## config.mk

```make
export PLATFORM = sky130hd
export DESIGN_NAME = comma_aligner_flat
export DESIGN_NICKNAME = d
export VERILOG_FILES = /design/src/rtl/comma_aligner_if.sv /design/src/rtl/comma_aligner.sv /design/src/flat_wrapper.sv
export SDC_FILE = /design/constraint.sdc
export NUM_CORES = 1
export LEC_CHECK = 0
export BUFFER_PORTS_ARGS = -buffer_cell sky130_fd_sc_hd__clkbuf_2
export CORE_MARGIN = 2
export CORE_UTILIZATION = 40
export DETAILED_ROUTE_END_ITERATION = 6
export GPL_ROUTABILITY_DRIVEN = 1
export GPL_TIMING_DRIVEN = 0
export HOLD_SLACK_MARGIN = 0.1
export MAX_ROUTING_LAYER = met4
export PLACE_DENSITY = 0.67
export SLEW_MARGIN = 20
export SYNTH_ARGS = -nofsm -noshare
export SYNTH_HDL_FRONTEND = slang
export SYNTH_SLANG_ARGS = --single-unit
export TNS_END_PERCENT = 100
```

## constraint.sdc

```tcl
create_clock -name INTERCLK -period 2.7 [get_ports INTERCLK]
set_input_delay 0.27 -clock INTERCLK [delete_from_list [all_inputs] [get_ports INTERCLK]]
set_output_delay 0.27 -clock INTERCLK [all_outputs]
set_load 0.03 [all_outputs]
```

## src/rtl/comma_aligner_if.sv

```systemverilog
// Signal bundle between the raw-word source, the comma aligner and the 8b/10b decoder.
// The master drives unaligned words and decoder feedback. The slave (the aligner) returns aligned symbols and lock status.
interface comma_aligner_if;
    logic [9:0] iData;
    logic       DECODE_ERROR;
    logic [9:0] oData;
    logic       oValid;
    logic       LOCKED;
    logic       COMMA_DET;
    logic [3:0] ALIGN_OFFSET;

    modport master (
        output iData, DECODE_ERROR,
        input  oData, oValid, LOCKED, COMMA_DET, ALIGN_OFFSET
    );

    modport slave (
        input  iData, DECODE_ERROR,
        output oData, oValid, LOCKED, COMMA_DET, ALIGN_OFFSET
    );
endinterface

```

## src/rtl/comma_aligner.sv

```systemverilog
// K28.5 word aligner: searches a 20-bit window for the comma, qualifies the offset with a lock FSM, emits aligned symbols.
// Define LOCK_LOSS_EN to let consecutive DECODE_ERROR words drop lock. Without it, LOCKED is sticky until reset.
module comma_aligner #(
    parameter int unsigned LOCK_CNT = 3,
    parameter int unsigned GAP_MAX  = 64,
    parameter int unsigned ERR_MAX  = 4
) (
    input  logic           INTERCLK,
    input  logic           RESET_N,
    comma_aligner_if.slave bus
);
    localparam int unsigned CW = $clog2(LOCK_CNT + 1);
    localparam int unsigned GW = $clog2(GAP_MAX + 1);
    localparam logic [9:0] K28_5_RDN = 10'b0011111010;
    localparam logic [9:0] K28_5_RDP = 10'b1100000101;

    typedef enum logic [1:0] {
        ST_HUNT,
        ST_VERIFY,
        ST_LOCKED
    } state_t;

    state_t        state, state_nxt;
    logic [9:0]    prev;
    logic [19:1]   win;
    logic [9:0]    cand [10];
    logic [9:0]    match;
    logic          any_match;
    logic [3:0]    first_k;
    logic [9:0]    cur_cand;
    logic [3:0]    align_offset, align_offset_nxt;
    logic [CW-1:0] comma_cnt, comma_cnt_nxt;
    logic [GW-1:0] gap_cnt, gap_cnt_nxt;
    logic [9:0]    odata_q;
    logic          comma_det_q;
    logic          valid_q;

`ifdef LOCK_LOSS_EN
    localparam int unsigned EW = $clog2(ERR_MAX + 1);
    logic [EW-1:0] err_cnt, err_cnt_nxt;
`else
    logic unused_decode_error;
    assign unused_decode_error = bus.DECODE_ERROR;
`endif

    function automatic logic is_comma(input logic [9:0] w);
        return (w == K28_5_RDN) || (w == K28_5_RDP);
    endfunction

    // The final bit of the window can never start a candidate, so it is left out.
    assign win = {prev, bus.iData[9:1]};

    // Downward scan so the lowest matching offset is the one that sticks.
    always_comb begin
        match     = '0;
        first_k   = '0;
        any_match = 1'b0;
        for (int k = 0; k < 10; k++) begin
            cand[k]  = win[19-k -: 10];
            match[k] = is_comma(cand[k]);
        end
        for (int k = 9; k >= 0; k--) begin
            if (match[k]) begin
                first_k   = 4'(k);
                any_match = 1'b1;
            end
        end
        cur_cand = (align_offset < 4'd10) ? cand[align_offset] : '0;
    end

    always_comb begin
        state_nxt        = state;
        align_offset_nxt = align_offset;
        comma_cnt_nxt    = comma_cnt;
        gap_cnt_nxt      = gap_cnt;
`ifdef LOCK_LOSS_EN
        err_cnt_nxt      = err_cnt;
`endif
        case (state)
            ST_HUNT: begin
                if (any_match) begin
                    align_offset_nxt = first_k;
                    comma_cnt_nxt    = CW'(1);
                    gap_cnt_nxt      = '0;
                    state_nxt        = (LOCK_CNT == 1) ? ST_LOCKED : ST_VERIFY;
                end
            end
            ST_VERIFY: begin
                // A comma at the current offset outranks one elsewhere in the same window.
                if (match[align_offset]) begin
                    if (comma_cnt < CW'(LOCK_CNT))
                        comma_cnt_nxt = comma_cnt + 1'b1;
                    gap_cnt_nxt = '0;
                    if (comma_cnt_nxt >= CW'(LOCK_CNT))
                        state_nxt = ST_LOCKED;
                end else if (any_match) begin
                    align_offset_nxt = first_k;
                    comma_cnt_nxt    = CW'(1);
                    gap_cnt_nxt      = '0;
                end else if (gap_cnt >= GW'(GAP_MAX - 1)) begin
                    state_nxt     = ST_HUNT;
                    comma_cnt_nxt = '0;
                    gap_cnt_nxt   = '0;
                end else begin
                    gap_cnt_nxt = gap_cnt + 1'b1;
                end
            end
            ST_LOCKED: begin
`ifdef LOCK_LOSS_EN
                if (bus.DECODE_ERROR) begin
                    if (err_cnt >= EW'(ERR_MAX - 1)) begin
                        state_nxt     = ST_HUNT;
                        comma_cnt_nxt = '0;
                        gap_cnt_nxt   = '0;
                        err_cnt_nxt   = '0;
                    end else begin
                        err_cnt_nxt = err_cnt + 1'b1;
                    end
                end else begin
                    err_cnt_nxt = '0;
                end
`endif
            end
            default: state_nxt = ST_HUNT;
        endcase
    end

    // The output symbol uses the offset held before this edge, so it lags the completing word by one cycle.
    always_ff @(posedge INTERCLK or negedge RESET_N) begin
        if (!RESET_N) begin
            state        <= ST_HUNT;
            prev         <= '0;
            align_offset <= '0;
            comma_cnt    <= '0;
            gap_cnt      <= '0;
            odata_q      <= '0;
            comma_det_q  <= 1'b0;
            valid_q      <= 1'b0;
`ifdef LOCK_LOSS_EN
            err_cnt      <= '0;
`endif
        end else begin
            state        <= state_nxt;
            prev         <= bus.iData;
            align_offset <= align_offset_nxt;
            comma_cnt    <= comma_cnt_nxt;
            gap_cnt      <= gap_cnt_nxt;
            odata_q      <= cur_cand;
            comma_det_q  <= is_comma(cur_cand);
            valid_q      <= (state_nxt == ST_LOCKED);
`ifdef LOCK_LOSS_EN
            err_cnt      <= err_cnt_nxt;
`endif
        end
    end

    assign bus.oData        = odata_q;
    assign bus.COMMA_DET    = comma_det_q;
    assign bus.oValid       = valid_q;
    assign bus.LOCKED       = valid_q;
    assign bus.ALIGN_OFFSET = align_offset;
endmodule

```

## src/flat_wrapper.sv

```systemverilog
// flat-port wrapper written by rule: the top's interface ports become plain ports
module comma_aligner_flat 
#(
    parameter int unsigned LOCK_CNT = 3,
    parameter int unsigned GAP_MAX  = 64,
    parameter int unsigned ERR_MAX  = 4
)
  (INTERCLK, RESET_N, bus_iData, bus_DECODE_ERROR, bus_oData, bus_oValid, bus_LOCKED, bus_COMMA_DET, bus_ALIGN_OFFSET);
  comma_aligner_if bus_i ();
  input  logic INTERCLK;
  input  logic RESET_N;
  input wire logic [$bits(bus_i.iData)-1:0] bus_iData;
  input wire logic [$bits(bus_i.DECODE_ERROR)-1:0] bus_DECODE_ERROR;
  output wire logic [$bits(bus_i.oData)-1:0] bus_oData;
  output wire logic [$bits(bus_i.oValid)-1:0] bus_oValid;
  output wire logic [$bits(bus_i.LOCKED)-1:0] bus_LOCKED;
  output wire logic [$bits(bus_i.COMMA_DET)-1:0] bus_COMMA_DET;
  output wire logic [$bits(bus_i.ALIGN_OFFSET)-1:0] bus_ALIGN_OFFSET;
  assign bus_i.iData = bus_iData;
  assign bus_i.DECODE_ERROR = bus_DECODE_ERROR;
  assign bus_oData = bus_i.oData;
  assign bus_oValid = bus_i.oValid;
  assign bus_LOCKED = bus_i.LOCKED;
  assign bus_COMMA_DET = bus_i.COMMA_DET;
  assign bus_ALIGN_OFFSET = bus_i.ALIGN_OFFSET;
  comma_aligner #(.LOCK_CNT(LOCK_CNT), .GAP_MAX(GAP_MAX), .ERR_MAX(ERR_MAX)) u_core (.INTERCLK(INTERCLK), .RESET_N(RESET_N), .bus(bus_i));
endmodule
```

* Word-level counts from Yosys, hierarchy flattened
Index checks and enable logic that the tools add are counted.
** Storage, ports and cells
- Bits in registers :: 37
- Input bits :: 13
- Output and inout bits :: 17
- Word-level logic and storage cells :: 109
** Operators by class
- Bitwise logic cells :: 1
- $add $sub $neg :: 2
- Equal/unequal tests :: 28
- Magnitude comparators :: 6
- Reductions and logical operators :: 16
- Multiplexer cells :: 48
** Operator list (number)
- $eq A10 B10 Y1 const B :: 11
- $eq A10 B8 Y1 const B :: 11
- $mux W4 :: 12
- $bmux W10 S4 :: 1
- $mux W10 :: 3
- $mux W7 :: 4
- $mux W2 :: 12
- $pmux W7 S2 :: 1
- $logic_or A1 B1 Y1 :: 11
- $mux W1 :: 11
- $pmux W4 S2 :: 1
- $add A7 B1 Y7 const B :: 1
- $ge A7 B6 Y1 const B :: 1
- $pmux W2 S3 :: 1
- $ge A5 B5 Y1 const B :: 1
- $lt A4 B5 Y1 const B :: 1
- $not A4 Y5 :: 1
- $bmux W1 S4 :: 1
- $eq A2 B2 Y1 const B :: 2
- $lt A4 B4 Y1 const B :: 1
- $ne A4 B1 Y1 const B :: 1
- $pmux W2 S2 :: 1
- $reduce_and A2 Y1 :: 2
- $reduce_and A3 Y1 :: 1
- other kinds (8) :: 8

* Longest topological paths before layout
Gate-level depths: netlist of run 1.
- Word-level depth :: 16
- Mapped depth :: 9
- Depth with buffers taken out :: 8

* Least setup slack after synthesis of run 1
OpenSTA, ideal clock, no wires.
- Path kind :: register to register
- Start :: register u_core.prev[0]
- End :: register u_core.align_offset[1] (netlist: u_core.bus.ALIGN_OFFSET[1])
- Library setup time :: 0.125 ns
- Required time :: 2.575 ns
- Buffers on the path :: 0
- Clock period less this slack :: 2.598 ns
- Slack :: 0.102 ns
- Cell stages (with the launch flop) :: 9
- Arrival time :: 2.473 ns
- Cells stage by stage :: dfrtp_1 > or3b_1 > or4_4 > o21ai_2 > nor2_1 > or4_4 > nand4_4 > a211o_4 > mux2_4
** Between the ends
- Longest elaborated chain between the ends :: 15
- Elaborated cells between the ends (all ways) :: 56
- Classes of those cells :: 21 x eq/ne; 24 x mux; 11 x reduce/logical
** Ends and longest elaborated chain
- start, declared :: line comma_aligner.sv:24 : logic [9:0] prev;
- start signal, assigned :: line comma_aligner.sv:144 : prev <= bus.iData;
- $eq A10 B8 Y1 or $eq A10 B10 Y1 (tied branches) :: line comma_aligner.sv:47 : return (w == K28_5_RDN) || (w == K28_5_RDP);
- $logic_or A1 B1 Y1 :: line comma_aligner.sv:47
- $mux W1 (10 in a row) :: line comma_aligner.sv:63 : if (match[k]) begin
- $mux W4 :: line comma_aligner.sv:81, comma_aligner.sv:96
- $mux W4 :: line comma_aligner.sv:90 : if (match[align_offset]) begin
- $pmux W4 S2 :: line comma_aligner.sv:79 : case (state)
- end signal, assigned :: line comma_aligner.sv:145 : align_offset <= align_offset_nxt;
- end, declared :: line comma_aligner.sv:31 : logic [3:0] align_offset, align_offset_nxt;
Several ways; a longest one is shown, not always the timed one. The select of a mux whose other input is x is not followed.
A chain may end at the register's enable or synchronous reset.

* Worst setup path after layout of run 1
- Start :: register u_core.prev[2]
- End :: register u_core.align_offset[1] (netlist: u_core.bus.ALIGN_OFFSET[1])
** Between the ends
- Longest elaborated chain between the ends :: 13
- Elaborated cells between the ends (all ways) :: 47
- Classes of those cells :: 17 x eq/ne; 21 x mux; 9 x reduce/logical
** Ends and longest elaborated chain (line)
- $eq A10 B8 Y1 or $eq A10 B10 Y1 (tied branches) :: comma_aligner.sv:47
- $logic_or A1 B1 Y1 :: comma_aligner.sv:47
- $mux W4 or $mux W1 (tied branches) (8 in a row) :: comma_aligner.sv:63
- $mux W4 :: comma_aligner.sv:81, comma_aligner.sv:96
- $mux W4 :: comma_aligner.sv:90
- $pmux W4 S2 :: comma_aligner.sv:79
Several ways; a longest one is shown, not always the timed one. The select of a mux whose other input is x is not followed.

==> results.json, run 1 <==
{
  "status": "finished, final reports clean",
  "insertion_delay_ns": 0.29,
  "dp_hpwl_um": 4890,
  "synth_edf_count": 0,
  "tns_ns": 0,
  "cts_root_buffer": "clkbuf_8",
  "power_per_cell_area_nw_per_um2": 547,
  "detail_route.first_pass.iterations": 4,
  "period_needed_ns": 2.62,
  "holdCritPathClass": "input port to asynchronous set/reset pin",
  "ys_types": 60,
  "drv_cap": 0,
  "drc": 0,
  "antenna_cells": 0,
  "netlist.area_leader.share_pct": 36.6,
  "r2r_cells": 9,
  "initialDrtViolationCount": 145,
  "grt_max_degree": 38,
  "fp.dieArea_sq_um": 6970,
  "fin_nets": 343,
  "r2r-end": "u_core.bus.ALIGN_OFFSET[1]",
  "cp.required_ns": 2.88,
  "ys.flop_type": "dfrtp_1",
  "rr_startpoint": "u_core.prev[2]",
  "finalPower_w": 0.00165,
  "clockBufferDepth": 2,
  "gr-total-overflow": 0,
  "yosys.area.top_type": "dfrtp_1",
  "htree_levels": 2,
  "area_growth_pct": 19.5,
  "setup_viol": 0,
  "synthTopCellsByArea": "dfrtp_1 (37%), mux2i_1 (5.1%), nor2_1 (3.7%), nand2_1 (3.4%), a21oi_1 (3.4%)",
  "relSlewSlack_pct": 38.6,
  "core-area_sq_um": 6030,
  "final-hold-violation-count": 0,
  "synth-seq-cells": 37,
  "grtUsageTotal_pct": 19.7,
  "final_cell_mix": "dfrtp_1 (37), clkbuf_2 (29), nor2_1 (24)",
  "seq_area_frac_synth_pct": 36.6,
  "rows": 28,
  "hold_ws_ns": 0.0981,
  "final_common_cell": "dfrtp_1",
  "drtAntennaViolNets": 0,
  "grt_pass1_wl_um": 11000,
  "nFillCells": 598,
  "post_drt_wl_per_cell_um": 16.7,
  "initial_core_util_pct": 41.9,
  "syn_area_per_cell_sq_um": 8.84,
  "period_share_pct": 97.1,
  "dr_total_vias": 2401,
  "vdd_ir_drop_max_v": 0.000354,
  "cts_tree": "yes",
  "cts_buffers": 5,
  "cellLeakagePower_nw": 1.26,
  "endpoint_kind": "register",
  "grt_pass1_vias": 2261,
  "die_w_um": 83.5,
  "timing.fmax_mhz": 381,
  "pin_count": 30,
  "crit_arrival_ns": 2.80,
  "cts_sinks": 37,
  "seqCellArea_sq_um": 926,
  "cts.clk_slew.worst_paths_ns": 0.08,
  "place_congestion": 0.938,
  "routed_wirelength_um": 6780,
  "slew_violations": 0,
  "fin_skew_ns": 0.00264,
  "worstMarginPinSlew_ns": 0.920,
  "drive_above_1_share_pct": 26.7,
  "reg2reg_slack_ns": 0.08,
  "synth_area_sq_um": 2530,
  "synth_warnings": 0,
  "via_per_inst": 5.93,
  "criticalPathCategory": "register to register",
  "start_kind": "register",
  "cp_max_fo": 10,
  "multi_input_area_sq_um": 1570,
  "fp.dieH_um": 83.5,
  "syn_nets": 300,
  "port_buffers": 28,
  "syn_inst": 286,
  "synthArstFlopShare_pct": 100,
  "antenna_found_initial": 0
}
-- per-layer routing --
metal  wire length, um  vias up  GRT usage [%]
met5                 0        -              -
met4                72        0           6.01
met3               482       11           3.56
met2              3270       76           31.2
met1              2950     1164           26.1
li1                  -     1150              -
-- per-stage QoR --
| step | instance area [sq um] | setup slack, ns | util, % | instances |
|---|---|---|---|---|
| floorplan | 2530 | 0.102 | - | 286 |
| global placement | 2760 | -0.137 | 45.8 | 389 |
| detailed placement | 2760 | -0.159 | 45.8 | 389 |
| CTS | 2900 | 0.00633 | 48.1 | 401 |
| global route | 3020 | -0.0587 | 50.1 | 405 |
| finish | 3020 | 0.0774 | 50.1 | 405 |
-- cell type report --
type,count,area share (%)
Tap cell,75,3.11
Timing Repair Buffer,38,7.37
Buffer,19,3.07
Multi-Input combinational cell,219,51.8
Clock inverter,3,0.580
Sequential cell,37,30.7
Inverter,9,1.12
Clock buffer,5,2.28
-- what timing repair did --
item,CTS,global route
pin swaps,2,7
buffers inserted,2,5
setup endpoints to repair,7,9
hold buffers,3,0
resized for setup,3,17
hold endpoints to repair,3,0
-- power breakdown --
part           total [W]  internal, W  switching (W)
Sequential      0.000731     0.000644      0.0000863
Combinational   0.000534     0.000195       0.000339
Clock           0.000389     0.000178       0.000211
Total            0.00165      0.00102       0.000636
-- synth_stat cells, types with 7 or more instances --
cell	count
nand2b_1	7
nand2_1	23
and2_1	7
inv_1	9
nor2_1	25
o21ai_0	12
dfrtp_1	37
nor4_1	7
clkbuf_1	12
mux2i_1	13
a211oi_1	7
a21oi_1	17
nand3_1	9
-- kinds of logic after synthesis --
kind of cell / count (synthesis) / synth area share (%)
AO/OA/AOI/OAI: 71 / 19.0
buffers and inverters: 30 / 5.15
XOR/XNOR: 1 / 0.347
adder cells (fa/ha/maj): 1 / 0.495
multiplexers: 21 / 9.01
flip-flops: 37 / 36.6
AND/OR/NAND/NOR: 125 / 29.4
-- flip-flops by register name, summed over array words and instances, names as in the netlist --
signal                   count
u_core.prev                 10
u_core.gap_cnt               7
u_core.bus.ALIGN_OFFSET      4
u_core.state                 2
u_core.bus.COMMA_DET         1
u_core.bus.oData            10
u_core.comma_cnt             2
u_core.bus.LOCKED            1
-- critical path: stages (launching register included) --
cell and delay, ns:
dfrtp_1 0.39, clkbuf_1 0.23, and3b_1 0.30, and4_2 0.25, a21oi_2 0.21, nand4_1 0.21, nor3_4 0.33, buf_4 0.17
a211o_4 0.11, mux2_4 0.30
-- worst max-delay path by stage --
stage | start | to | cells after the start
6_report | u_core.prev[2] | u_core.bus.ALIGN_OFFSET[1] | 9
3_5_place_dp | u_core.prev[1] | u_core.gap_cnt[2] | 9
5_1_grt | u_core.prev[0] | u_core.bus.ALIGN_OFFSET[1] | 9
2_1_floorplan | u_core.prev[0] | u_core.bus.ALIGN_OFFSET[1] | 8
3_3_place_gp | bus_iData[8] | u_core.bus.ALIGN_OFFSET[1] | 10
4_1_cts | u_core.prev[2] | u_core.gap_cnt[2] | 9
No activity file was read; power rests on OpenSTA's default activity.
==> inputs of run 2 (changes only) <==
Settings changed: SETUP_SLACK_MARGIN set to 0.5.
==> run 2 against run 1 <==
Power grew 4.6%; clock skew grew 0.0033 ns; combinational power grew 14%; clock-buffer cell count is the same; via count grew 3.5%; largest cell class unchanged; clock power grew 1%; wire length grew 3.7%; worst setup slack gained 0.079 ns; sequential cell count is the same; die area is the same; sequential power is essentially flat; critical path depth grew 2.
==> results.json, run 2 (synthesis gave the netlist of run 1 again) <==
{
  "status": "finished, final reports clean",
  "drive_above_1_share_pct": 34.7,
  "period_needed_ns": 2.54,
  "antenna_found_initial": 0,
  "final-hold-violation-count": 0,
  "nFillCells": 517,
  "fin_nets": 353,
  "final_common_cell": "dfrtp_1",
  "dr_total_vias": 2485,
  "dp_hpwl_um": 4640,
  "stdcell_count": 415,
  "grt_pass1_vias": 2348,
  "cts_sinks": 37,
  "grtUsageTotal_pct": 20.7,
  "start_kind": "register",
  "fin_skew_ns": 0.00593,
  "place_congestion": 0.909,
  "path_cells": "buf_6 > buf_12 > nor4bb_4 > nor4b_4 > a41oi_2 > buf_4 > o22ai_1 > a32oi_2 > nand4_4 > a211o_4 > mux2_4",
  "setup_viol": 0,
  "cts.clk_slew.worst_paths_ns": 0.08,
  "fp.dieH_um": 83.5,
  "port_buffers": 28,
  "critPathMaxStageDelay_ns": 0.39,
  "drv_cap": 0,
  "setup_ws_ns": 0.157,
  "cellLeakagePower_nw": 1.39,
  "power_per_cell_area_nw_per_um2": 527,
  "post_drt_wl_per_cell_um": 16.9,
  "initialDrtViolationCount": 237,
  "worstMarginPinSlew_ns": 0.921,
  "seqCellArea_sq_um": 928,
  "place_inst": 389,
  "htree_levels": 2,
  "multi_input_area_sq_um": 1710,
  "slew_violations": 0,
  "pin_count": 30,
  "cp_max_fo": 6,
  "clockBufferDepth": 2,
  "via_per_inst": 5.99,
  "rsz0062_at_grt": "true",
  "initial_core_util_pct": 41.9,
  "crit_arrival_ns": 2.73,
  "endpoint_kind": "register",
  "timing.fmax_mhz": 393,
  "finalPower_w": 0.00173,
  "antenna_cells": 0,
  "fp.dieArea_sq_um": 6970,
  "grt_pass1_wl_um": 11600,
  "detail_route.first_pass.iterations": 6,
  "relSlewSlack_pct": 38.6,
  "cts_root_buffer": "clkbuf_8",
  "cts_buffers": 5,
  "preCtsSetupSlack_ns": -0.125,
  "vdd_ir_drop_max_v": 0.000388,
  "cp.required_ns": 2.89,
  "routed_wirelength_um": 7030,
  "crit_slowest_cell": "dfrtp_1",
  "die_w_um": 83.5,
  "cts_tree": "yes",
  "grt_max_degree": 38,
  "core-area_sq_um": 6030,
  "gr-total-overflow": 0,
  "drc": 0,
  "holdCritPathClass": "input port to asynchronous set/reset pin",
  "criticalPathCategory": "register to register",
  "insertion_delay_ns": 0.30,
  "hold_ws_ns": 0.0957,
  "drtAntennaViolNets": 0,
  "rows": 28,
  "final_cell_mix": "dfrtp_1 (35), clkbuf_2 (30), nor2_1 (24)",
  "area_growth_pct": 30.0,
  "period_share_pct": 94.2
}
==> run 2: changes by cell type in the layout (fill, tap and decap cells not counted), moves of 3 or more <==
cell / delta
nor4bb_2: -3
buf_4: +6
nor4_4: +3
nor4bb_4: +3
o21ai_0: -3
buf_6: +4
o21ai_1: +3
==> run 2: worst max-delay path, delay by kind of cell (launching register included) <==
kind / cells / cell delay [ns]
AND/OR/NAND/NOR: 3 / 0.40
multiplexers: 1 / 0.30
AO/OA/AOI/OAI: 4 / 0.91
buffers and inverters: 3 / 0.42
flip-flops: 1 / 0.39
==> run 2: report_power, final <==
part	total [W]	internal, W	leakage, nW	switching [W]
combinational	0.000607	0.000239	0.895	0.000368
clock	0.000394	0.000178	0.0439	0.000216
sequential	0.000729	0.000645	0.454	0.0000842
==> run 2: through the flow <==
step / cell area (sq um) / util [%] / setup TNS, ns
6_report: 3280 / 54.5 / 0
5_1_grt: 3280 / 54.5 / 0
4_1_cts: 3020 / 50.1 / 0
3_5_place_dp: 2780 / 46.1 / -0.245
3_3_place_gp: 2780 / 46.1 / -0.165
2_1_floorplan: 2550 / - / 0
==> run 2: final timing paths <==
kind,slack [ns],start,endpoint,cells after the start
setup / recovery,0.16,u_core.prev[1],u_core.bus.ALIGN_OFFSET[1],11
hold / removal,0.1,RESET_N,u_core.bus.oData[9],1
hold reg to reg,0.54,u_core.gap_cnt[4],u_core.gap_cnt[4],2
max in group asynchronous,1.98,RESET_N,u_core.prev[0],1
min in group INTERCLK,0.11,bus_iData[7],u_core.prev[7],1
setup reg to reg,0.16,u_core.prev[1],u_core.bus.ALIGN_OFFSET[1],11
==> run 2: area by class of cell <==
class                      count  share of cell area [%]
buffer                        21                    3.85
timing repair buffer          46                    9.26
tap                           75                    2.86
clock inverter                 3                   0.533
multi-input combinational    219                    52.1
sequential                    37                    28.3
inverter                       9                    1.03
clock buffer                   5                    2.10
==> run 2: what timing repair did <==
action	4_1_cts	5_1_grt
hold endpoints to repair	2	0
setup buffers	5	11
setup endpoints to repair	16	26
gates resized for setup	20	40
hold buffers	2	0
pin swaps	11	19
==> run 2: per-layer routing <==
layer / up-vias / share of wire, % / track usage, %
met5: - / 0 / -
met4: 0 / 2.3 / 6.45
met3: 15 / 7.0 / 3.17
met2: 120 / 47 / 32.0
met1: 1182 / 44 / 28.1
li1: 1168 / - / -
==> inputs of run 3 (changes only) <==
--- a/config.mk
+++ b/config.mk
@@ -9,3 +9,3 @@
 export CORE_MARGIN = 2
-export CORE_UTILIZATION = 40
+export CORE_UTILIZATION = 39
 export DETAILED_ROUTE_END_ITERATION = 6
@@ -15,3 +15,3 @@
 export MAX_ROUTING_LAYER = met4
-export PLACE_DENSITY = 0.67
+export PLACE_DENSITY = 0.65
 export SETUP_SLACK_MARGIN = 0.5
--- a/constraint.sdc
+++ b/constraint.sdc
@@ -3,2 +3,2 @@
 set_output_delay 0.27 -clock INTERCLK [all_outputs]
-set_load 0.03 [all_outputs]
+set_load 0.01 [all_outputs]
==> run 3 against run 2 <==
Critical path depth is 3 lower; sequential share of layout area is 0.74 points lower; global-route usage grew 0.68 points; first-iteration DRC count up 9.7%; final cell count grew 2.7%; combinational power decreased by 11%; worst hold slack gained 0.0072 ns; clock power decreased by 2%; clock skew fell by 0.0028 ns; largest power group unchanged.
==> results.json, run 3 (synthesis gave the netlist of run 1 again) <==
{
  "antenna_found_initial": 0,
  "fp.dieH_um": 84.5,
  "crit_buf_inv": 0,
  "crit_path_frequent_cell": "or4_4",
  "setup_ws_ns": 0.217,
  "insertion_delay_ns": 0.28,
  "area_growth_pct": 33.5,
  "fin_skew_ns": 0.00308,
  "drv_cap": 0,
  "grt_max_degree": 38,
  "cts_root_buffer": "clkbuf_8",
  "crit_slowest_cell": "dfrtp_2",
  "start_kind": "register",
  "status": "finished, final reports clean",
  "preCtsSetupSlack_ns": -0.124,
  "crit_arrival_ns": 2.65,
  "dr_total_vias": 2507,
  "pin_count": 30,
  "initialDrtViolationCount": 260,
  "drc": 0,
  "via_per_inst": 5.88,
  "relSlewSlack_pct": 38.1,
  "path_delay_family": "simple AND/OR/NAND/NOR gates",
  "stdcell_count": 426,
  "critPathMaxStageDelay_ns": 0.45,
  "cp_max_fo": 6,
  "cts_tree": "yes",
  "final-hold-violation-count": 0,
  "setup_viol": 0,
  "die_w_um": 84.5,
  "worstMarginPinSlew_ns": 0.928,
  "path_cells": "or3b_4 > or4_4 > o21ai_2 > nor2_1 > or4_4 > nand4_4 > a211o_4 > mux2_4",
  "port_buffers": 28,
  "cts_buffers": 5,
  "cellLeakagePower_nw": 1.46,
  "initial_core_util_pct": 40.0,
  "cts.clk_slew.worst_paths_ns": 0.07,
  "grtUsageTotal_pct": 21.4,
  "grt_pass1_wl_um": 12100,
  "fin_nets": 363,
  "detail_route.first_pass.iterations": 5,
  "clockBufferDepth": 2,
  "endpoint_kind": "register",
  "rsz0062_at_grt": "true",
  "criticalPathCategory": "register to register",
  "final_common_cell": "dfrtp_1",
  "drive_above_1_share_pct": 35.2,
  "dp_hpwl_um": 4740,
  "post_drt_wl_per_cell_um": 17.3,
  "place_inst": 391,
  "hold_ws_ns": 0.103,
  "rows": 29,
  "final_cell_mix": "dfrtp_1 (35), clkbuf_2 (29), buf_4 (28)",
  "power_per_cell_area_nw_per_um2": 492,
  "core-area_sq_um": 6310,
  "htree_levels": 2,
  "place_congestion": 0.932,
  "vdd_ir_drop_max_v": 0.000224,
  "finalPower_w": 0.00166,
  "antenna_cells": 0,
  "cts_sinks": 37,
  "fp.dieArea_sq_um": 7140,
  "slew_violations": 0,
  "gr-total-overflow": 0,
  "grt_pass1_vias": 2437,
  "period_share_pct": 92.0,
  "holdCritPathClass": "input port to register",
  "cp.required_ns": 2.87,
  "timing.fmax_mhz": 403,
  "drtAntennaViolNets": 0,
  "routed_wirelength_um": 7370,
  "period_needed_ns": 2.48
}
## run 3: changes by cell type in the layout (fill, tap and decap cells not counted), moves of 2 or more
cell,previous run,this run
clkinv_2,2,0
clkbuf_8,6,8
nand2_1,21,23
nand2_2,2,0
buf_4,16,28
clkbuf_4,2,0
## run 3: timing repair
item,in CTS,in global routing
hold endpoints to repair,1,0
pin swaps,15,13
setup endpoints to repair,25,26
hold buffers,1,0
buffers inserted,21,6
gates resized for setup,38,24
## run 3: routing by layer
| metal | routed length [um] | track usage, % | up-vias |
|---|---|---|---|
| met5 | 0 | - | - |
| met1 | 3260 | 27.7 | 1189 |
| met2 | 3540 | 32.6 | 104 |
| li1 | - | - | 1189 |
| met4 | 210 | 9.52 | 0 |
| met3 | 363 | 3.83 | 25 |
## run 3: per-stage QoR
step / setup TNS [ns] / cell area, sq um / util, %
after floorplan: 0 / 2540 / -
after global placement: -0.159 / 2780 / 44.1
after detailed placement: -0.243 / 2780 / 44.1
after CTS: 0 / 3190 / 50.5
after global routing: 0 / 3370 / 53.4
final: 0 / 3370 / 53.4
## run 3: worst paths after layout
kind	cells after the start	startpoint	endpoint	slack, ns
setup / recovery	8	u_core.prev[0]	u_core.bus.ALIGN_OFFSET[1]	0.22
hold / removal	1	bus_iData[8]	u_core.prev[8]	0.10
setup reg to reg	8	u_core.prev[0]	u_core.bus.ALIGN_OFFSET[1]	0.22
hold reg to reg	1	u_core.gap_cnt[6]	u_core.gap_cnt[6]	0.52
max in group asynchronous	1	RESET_N	u_core.prev[4]	1.96
min in group asynchronous	1	RESET_N	u_core.prev[7]	0.11
## run 3: layout make-up
class | instances | area, sq um
Multi-Input combinational cell | 219 | 1730
Clock buffer | 7 | 86.3
Buffer | 21 | 135
Inverter | 9 | 33.8
Timing Repair Buffer | 56 | 368
Tap cell | 77 | 96.3
Sequential cell | 37 | 928
Fill cell | 572 | 2940
## run 3: power by group
part / switching [W] / total [W] / internal (W)
clock network: 0.000183 / 0.000385 / 0.000202
logic: 0.000305 / 0.000543 / 0.000238
registers: 0.0000854 / 0.000731 / 0.000645
total: 0.000573 / 0.00166 / 0.00109
## run 3: worst reg2reg max path, stage by stage, from the launching register on
cell and delay, ns:
dfrtp_2 0.45, or3b_4 0.40, or4_4 0.43, o21ai_2 0.08, nor2_1 0.05, or4_4 0.43
nand4_4 0.09, a211o_4 0.16, mux2_4 0.30
